### config.mk
export PLATFORM = sky130hd
export DESIGN_NAME = decimal_cnt_ctrl
export DESIGN_NICKNAME = d
export VERILOG_FILES = /design/src/rtl/decimal_cnt_ctrl.sv
export SDC_FILE = /design/constraint.sdc
export NUM_CORES = 1
export LEC_CHECK = 0
export ABC_AREA = 1
export BUFFER_PORTS_ARGS = -buffer_cell sky130_fd_sc_hd__buf_2
export CAP_MARGIN = 10
export CORE_UTILIZATION = 61
export DETAILED_ROUTE_END_ITERATION = 10
export PLACE_DENSITY = 0.88
export SETUP_SLACK_MARGIN = 0.4
export SLEW_MARGIN = 40
export SYNTH_ARGS = -nofsm -noshare
export SYNTH_HDL_FRONTEND = slang
export SYNTH_SLANG_ARGS = --single-unit
### constraint.sdc
create_clock -name clk -period 2.33 [get_ports clk]
set_clock_uncertainty 0.15 [all_clocks]
set_input_delay 0.3495 -clock clk [delete_from_list [all_inputs] [get_ports clk]]
set_output_delay 0.3495 -clock clk [all_outputs]
set_load 0.05 [all_outputs]
### src/rtl/decimal_cnt_ctrl.sv
// Run/pause/clear controller for a two-digit BCD up-counter: debounced keys, tick pacing, lap tracking.
// Optional build macro DECIMAL_CNT_CTRL_AUTO_STOP_EN: stop in DONE at LIMIT_BCD instead of wrapping.

module decimal_cnt_key_deb #(
    parameter int DEB_CYCLES = 1_000_000
) (
    input  logic clk,
    input  logic rst,
    input  logic key,
    output logic press
);
    localparam int CW = (DEB_CYCLES > 1) ? $clog2(DEB_CYCLES) : 1;
    localparam logic [CW-1:0] CNT_LAST = CW'(DEB_CYCLES - 1);

    logic          sync1;
    logic          sync2;
    logic          stable;
    logic [CW-1:0] cnt;

    // NOTE: sequential state uses non-blocking assignments so every flop samples pre-edge values.
    always_ff @(posedge clk) begin
        if (!rst) begin
            sync1  <= 1'b0;
            sync2  <= 1'b0;
            stable <= 1'b0;
            cnt    <= '0;
            press  <= 1'b0;
        end else begin
            sync1 <= key;
            sync2 <= sync1;
            press <= 1'b0;
            if (sync2 == stable) begin
                cnt <= '0;
            end else if (cnt == CNT_LAST) begin
                // New level held for DEB_CYCLES samples; only a rising level is a press.
                stable <= sync2;
                cnt    <= '0;
                press  <= sync2;
            end else begin
                cnt <= cnt + CW'(1);
            end
        end
    end
endmodule

module decimal_cnt_ctrl #(
    parameter int          TICK_DIV   = 5_000_000,
    parameter int          DEB_CYCLES = 1_000_000,
    parameter logic [7:0]  LIMIT_BCD  = 8'h30
) (
    input  logic       clk,
    input  logic       rst,
    input  logic       key_s2,
    input  logic       key_s3,
    input  logic [7:0] cnt_val,
    output logic       cnt_en,
    output logic       cnt_clr,
    output logic [1:0] state,
    output logic [3:0] lap_cnt,
    output logic       led_run
);
    typedef enum logic [1:0] {
        ST_IDLE  = 2'd0,
        ST_RUN   = 2'd1,
        ST_PAUSE = 2'd2,
        ST_DONE  = 2'd3
    } state_t;

    localparam int DW = $clog2(TICK_DIV);
    localparam logic [DW-1:0] DIV_LAST = DW'(TICK_DIV - 1);

    state_t        st;
    logic          ev_s2;
    logic          ev_s3;
    logic [DW-1:0] div;
    logic          tick;

    decimal_cnt_key_deb #(.DEB_CYCLES(DEB_CYCLES)) u_deb_s2 (
        .clk   (clk),
        .rst   (rst),
        .key   (key_s2),
        .press (ev_s2)
    );

    decimal_cnt_key_deb #(.DEB_CYCLES(DEB_CYCLES)) u_deb_s3 (
        .clk   (clk),
        .rst   (rst),
        .key   (key_s3),
        .press (ev_s3)
    );

    // Held at zero outside RUN so every entry into RUN restarts a full tick period.
    always_ff @(posedge clk) begin
        if (!rst) begin
            div <= '0;
        end else if (st != ST_RUN || div == DIV_LAST) begin
            div <= '0;
        end else begin
            div <= div + DW'(1);
        end
    end

    assign tick  = (st == ST_RUN) && (div == DIV_LAST);
    assign state = st;

    always_ff @(posedge clk) begin
        if (!rst) begin
            st      <= ST_IDLE;
            cnt_en  <= 1'b0;
            cnt_clr <= 1'b0;
            lap_cnt <= 4'd0;
            led_run <= 1'b0;
        end else begin
            cnt_en  <= 1'b0;
            cnt_clr <= 1'b0;
            if (ev_s3) begin
                // Clear wins over a same-cycle run/pause press and a same-cycle tick.
                st      <= ST_IDLE;
                led_run <= 1'b0;
                cnt_clr <= 1'b1;
                lap_cnt <= 4'd0;
            end else begin
                case (st)
                    ST_IDLE: begin
                        if (ev_s2) begin
                            st      <= ST_RUN;
                            led_run <= 1'b1;
                        end
                    end
                    ST_RUN: begin
                        if (ev_s2) begin
                            st      <= ST_PAUSE;
                            led_run <= 1'b0;
                        end
                        if (tick) begin
                            if (cnt_val == LIMIT_BCD) begin
                                lap_cnt <= (lap_cnt == 4'd9) ? 4'd9 : lap_cnt + 4'd1;
`ifdef DECIMAL_CNT_CTRL_AUTO_STOP_EN
                                st      <= ST_DONE;
                                led_run <= 1'b0;
`else
                                cnt_en  <= 1'b1;
`endif
                            end else begin
                                cnt_en <= 1'b1;
                            end
                        end
                    end
                    ST_PAUSE: begin
                        if (ev_s2) begin
                            st      <= ST_RUN;
                            led_run <= 1'b1;
                        end
                    end
                    default: begin
                        st <= st;
                    end
                endcase
            end
        end
    end
endmodule
Word level (Yosys, flattened, before mapping)
Index checks and enable logic that the tools add are counted.
{ "word_totals": {"regBits": 80, "out_inout_bits": 9, "wordCells": 63, "input_bits": 12} }
{ "op_classes": {"eq_ne": 12, "reduce_logical": 16, "n_addsub": 4, "n_bitwise": 6, "mux": 9} }
{ "ops": {"columns": ["operator", "n"], "rows": [
  ["20-bit by 1-bit adder with 20-bit output, second input constant", 2],
  ["20-bit == test, second input constant", 2],
  ["23-bit by 1-bit adder with 23-bit output, second input constant", 1],
  ["23-bit == test, second input constant", 1],
  ["3-bit OR reduction", 5],
  ["8-bit by 6-bit == test with 1-bit output, second input constant", 1],
  ["2-bit by 1-bit != test with 1-bit output, second input constant", 3],
  ["1-bit inverter", 6],
  ["3-bit AND reduction", 2],
  ["2-bit OR reduction", 3],
  ["4-bit by 1-bit adder with 4-bit output, second input constant", 1],
  ["4-bit == test, second input constant", 1],
  ["1-bit 2-to-1 mux", 4],
  ["2-bit 2-to-1 mux", 2],
  ["4-bit 2-to-1 mux", 1],
  ["2-bit case mux with 2 select lines", 1],
  ["2-bit AND reduction", 2],
  ["1-bit == test", 2],
  ["2-bit by 1-bit == test with 1-bit output, second input constant", 1],
  ["2-bit == test, second input constant", 1],
  ["2-bit logical NOT", 1],
  ["1-bit case mux with 2 select lines", 1],
  ["2-bit nonzero test", 1],
  ["1-bit logical AND", 1],
  ["1-bit logical OR", 1]
]} }

Logic depth before layout (Yosys ltp)
{ "depth": {"ltp_word": 4, "mapped_depth": 10, "depth_no_buf": 9} }

Hierarchy
A second synthesis with hierarchy kept.
{ "unflattened": {"hier_cells": 609, "area_unflattened_um2": 4209.0} }
{ "modules_own_cells": {"columns": ["module", "cells_per_inst", "seq_area_each_um2", "n_inst", "area_each_um2"], "rows": [
  ["decimal_cnt_key_deb", 186, 480.5, 2, 1280.0],
  ["decimal_cnt_ctrl", 237, 620.6, 1, 1649.1]
]} }

Worst setup path before layout
No wires, ideal clock.
{ "synth_timing": {"kind": "register to register", "from": "register st[0], in the netlist state[0]", "to": "register div[13]", "n_path_buf": 1, "period_less_slack_ps": 1760, "arrival_ps": 1532, "setup_time_ps": 78, "required_time_ps": 2102, "setup_slack_ps": 570, "path_stages_with_launch": 8, "cell_sequence": "dfxtp_1 > inv_1 > nor2_4 > inv_1 > nor2_1 > nand2_4 > buf_6 > nor3_1"} }
{ "synth_between": {"elab_chain_len": 3} }
{ "synth_rtl": {"columns": ["element", "line_no", "text"], "rows": [
  ["start: declaration", "72", "state_t st;"],
  ["start signal: assignment", "156", "st <= st;"],
  ["2-bit by 1-bit != test with 1-bit output", "96", "end else if (st != ST_RUN || div == DIV_LAST) begin"],
  ["1-bit logical OR", "96", null],
  ["2-bit OR reduction (no source line)", null, null],
  ["end signal: assignment", "99", "div <= div + DW'(1);"],
  ["end: declaration", "75", "logic [DW-1:0] div;"]
]} }
No other way between the ends.
A chain may end at the register's enable or synchronous reset.

Worst setup path in the final report
{ "layout_timing": {"from": "register div[0]", "to": "register lap_cnt[3]"} }
{ "layout_between": {"elab_chain_len": 3} }
{ "layout_rtl": {"columns": ["element", "line_no", "text"], "rows": [
  ["23-bit == test", "103", "assign tick = (st == ST_RUN) && (div == DIV_LAST);"],
  ["1-bit logical AND", "103", null],
  ["3-bit AND reduction (no source line)", null, null],
  ["end signal: assignment", "137", "lap_cnt <= (lap_cnt == 4'd9) ? 4'd9 : lap_cnt + 4'd1;"],
  ["end: declaration", "59", "output logic [3:0] lap_cnt,"]
]} }
No other way between the ends.

==> results.toml <==
[status]
status = "completed"

[die]
die_area_sq_um = 6840
fp.dieH_um = 82.7
chipWidth_um = 82.7
core.rowCount = 29
core_area_sq_um = 6310
io_pins = 21
start_util_pct = 62.9

[timing]
tightest_slew_ps = 425
rsz0062_at_grt = "yes"
max_freq_mhz = 564
slew_headroom_pct = 71.6
drv_slew = 0
hold_violations = 0
fin_setup_tns_ps = 0
fin_crit_ps = 1770
setup_viol = 0
fin_crit_sh_pct = 76.1

[cts]
clk-insertion-delay-late_ps = 350
clockRootBuffer = "clkbuf_8"
holdBufCountCts = 0
cts_tree = "done"
clk_pin_slew_ps = 70
clockBufferDepth = 2
cts_buffers = 9
htree_levels = 3
clock_sinks = 79

[synth]
synth_area_sq_um = 3970
ys_seq_area_share_pct = 39.8
syn_area_per_cell_sq_um = 6.85
synth_cells = 580
syn_nets = 595
ys_warn_count = 0
synthDistinctLibCells = 31
ys_ff_latch = 79

[worst_setup_path]
r2r-end = "lap_cnt[3]"
cp_max_fo = 5
start_kind = "flop"
required_ps = 2430
endpoint_kind = "flop"
worstPathArrival_ps = 1880
r2r_slack_ps = 560
r2r_start = "div[0]"
r2r_cells = 8
crit_type = "flop to flop"

[cells_and_area]
nets = 620
instances_no_fill = 686
diodes = 0
area_delta_synth_final_pct = 9.86
drive_gt1_share_pct = 10.7

[global_routing]
grt_max_degree = 23
grt-ovfl-total = 0
grtUsageTotal_pct = 26.2
antenna_found_initial = 0
grt_pass1_wl_um = 13600
first_global_vias = 3340

[pwr]
switching_share_pct = 20.1
p_int_mw = 1.99
p_per_area_nw_per_um2 = 570
static-leakage-power_nw = 1.48
comb_power_share_pct = 1.2
p_seq_share_pct = 54.4
max-vdd-ir-drop_mv = 0.391
switchingPower_mw = 0.500
pwr-share-clk_pct = 44.3

[detailed_routing]
drc = 0
viasPerCell = 5.37
routed_wl_um = 8420
dr.pass1.iters = 5
drt_iter0_drc = 197
vias = 3686
postRouteAntennaNets = 0
wl_per_cell_um = 12.3

[hold_path]
hp-class = "input pin to flop"
hold_end = "u_deb_s2.sync1"
hp-start = "key_s2"
whs_path_depth = 3

[placement]
numPortBuffers = 20
dp.cells = 671
place_hpwl_um = 6160
gp_congestion = 0.972

[run]
max_cap_viol_count = 0
-- metal layers --
| metal | global-route usage [%] | part of all wire [%] | vias to the layer above |
|---|---|---|---|
| li1 | - | - | 1896 |
| met1 | 30.9 | 44 | 1664 |
| met2 | 45.7 | 49 | 110 |
| met3 | 4.95 | 4.7 | 16 |
| met4 | 11.7 | 2.0 | 0 |
| met5 | 0 | 0 | - |
-- metrics by stage --
stage	power, mW	util [%]	instance area (sq um)	hold slack, ps	setup slack, ps
6_report	2.49	69.1	4360	22.9	557
3_3_place_gp	1.42	65.4	4130	248	532
4_1_cts	2.51	68.8	4340	19.8	431
3_5_place_dp	1.42	65.4	4130	254	459
2_1_floorplan	1.40	-	3970	240	570
5_1_grt	2.56	69.1	4360	61.5	395
-- synthesized netlist by cell type --
cell type / n / area share (%)
nor2_1: 112 / 11
or2_2: 2 / 0.31
inv_2: 3 / 0.28
clkbuf_1: 1 / 0.094
nand2_1: 122 / 12
buf_6: 2 / 0.57
nand3_2: 3 / 0.76
a31oi_1: 1 / 0.16
nor3_4: 1 / 0.41
or2_0: 1 / 0.16
and3_1: 1 / 0.16
nand2_4: 1 / 0.28
nor4_1: 1 / 0.16
nor2_4: 3 / 0.85
buf_4: 1 / 0.19
o21ai_0: 6 / 0.76
xnor2_1: 6 / 1.3
nand4_1: 24 / 3.8
nand3b_1: 3 / 0.57
nand3_1: 34 / 4.3
xor2_1: 21 / 4.6
nor3_1: 34 / 4.3
nor2_2: 5 / 0.79
a21oi_1: 28 / 3.5
dfxtp_1: 79 / 40
nor3b_2: 1 / 0.31
nor3_2: 3 / 0.76
ha_1: 3 / 0.94
nand2_2: 4 / 0.63
buf_2: 4 / 0.50
inv_1: 70 / 6.6
-- cells in the final DEF (no fill, tap or decap), drive strengths merged, types with 2 or more instances in the layout --
cell type and count:
nor3 38, xor2 21, nand4 24, nor2 120
xnor2 6, nand3 37, clkinv 2, bufinv 2
or2 3, a21oi 28, buf 22, nand2 127
nand3b 3, dfxtp 79, inv 73, o21ai 6
ha 3, clkbuf 11
-- power groups by stage --
stage               Clock, mW  Sequential [mW]  Combinational, mW
floorplan                   0             1.39             0.0165
detailed placement          0             1.39             0.0296
global placement            0             1.39             0.0285
finish                   1.10             1.36             0.0301
CTS                      1.12             1.36             0.0297
global route             1.17             1.36             0.0358
-- repair_timing --
| action | CTS | global route |
|---|---|---|
| endpoints found under the setup margin | 0 | 55 |
| buffers inserted | 0 | 0 |
| gates resized for setup | 0 | 5 |
-- sequential cells by signal, summed over array words and instances, names as in the netlist --
register and count:
div 23, u_deb_s2.cnt 20, u_deb_s3.cnt 20, lap_cnt 4, state 2, cnt_clr 1
cnt_en 1, u_deb_s2.press 1, u_deb_s2.stable 1, u_deb_s2.sync1 1, u_deb_s2.sync2 1, u_deb_s3.press 1
u_deb_s3.stable 1, u_deb_s3.sync1 1, u_deb_s3.sync2 1
-- how the worst max path moves through the flow --
stage	startpoint	to	slack (ps)	depth (start not counted)
2_1_floorplan	state[0]	div[13]	570	7
3_3_place_gp	u_deb_s2.cnt[0]	u_deb_s2.cnt[17]	530	9
3_5_place_dp	u_deb_s2.cnt[0]	u_deb_s2.cnt[15]	460	9
4_1_cts	u_deb_s2.cnt[0]	u_deb_s2.cnt[15]	430	9
5_1_grt	u_deb_s2.cnt[0]	u_deb_s2.press	390	9
6_report	div[0]	lap_cnt[3]	560	8
-- worst max-delay path, stage by stage (launching register included) --
cell,delay [ps]
dfxtp_1,420
ha_2,290
nand3_2,150
nor2_1,160
nand3_1,150
nor2_2,160
nand3_1,90
nand2_1,60
nor2_1,40
-- kinds of logic (layout without fill, tap and decap cells) --
group	after synthesis	count (layout)	synth area share, %
xor+xnor	27	27	5.95
fa+ha+maj	3	3	0.945
simple gates	355	355	40.6
buf+inv	81	110	8.25
compound gates	35	35	4.44
flops	79	79	39.8
-- area by class of cell --
class	count	area (sq um)
Fill cell	555	1950
Clock inverter	4	70.1
Sequential cell	79	1580
Clock buffer	11	141
Tap cell	77	96.3
Multi-Input combinational cell	420	2080
Inverter	73	274
Timing Repair Buffer	22	119
Note: power is estimated with default switching activity, not from simulation.
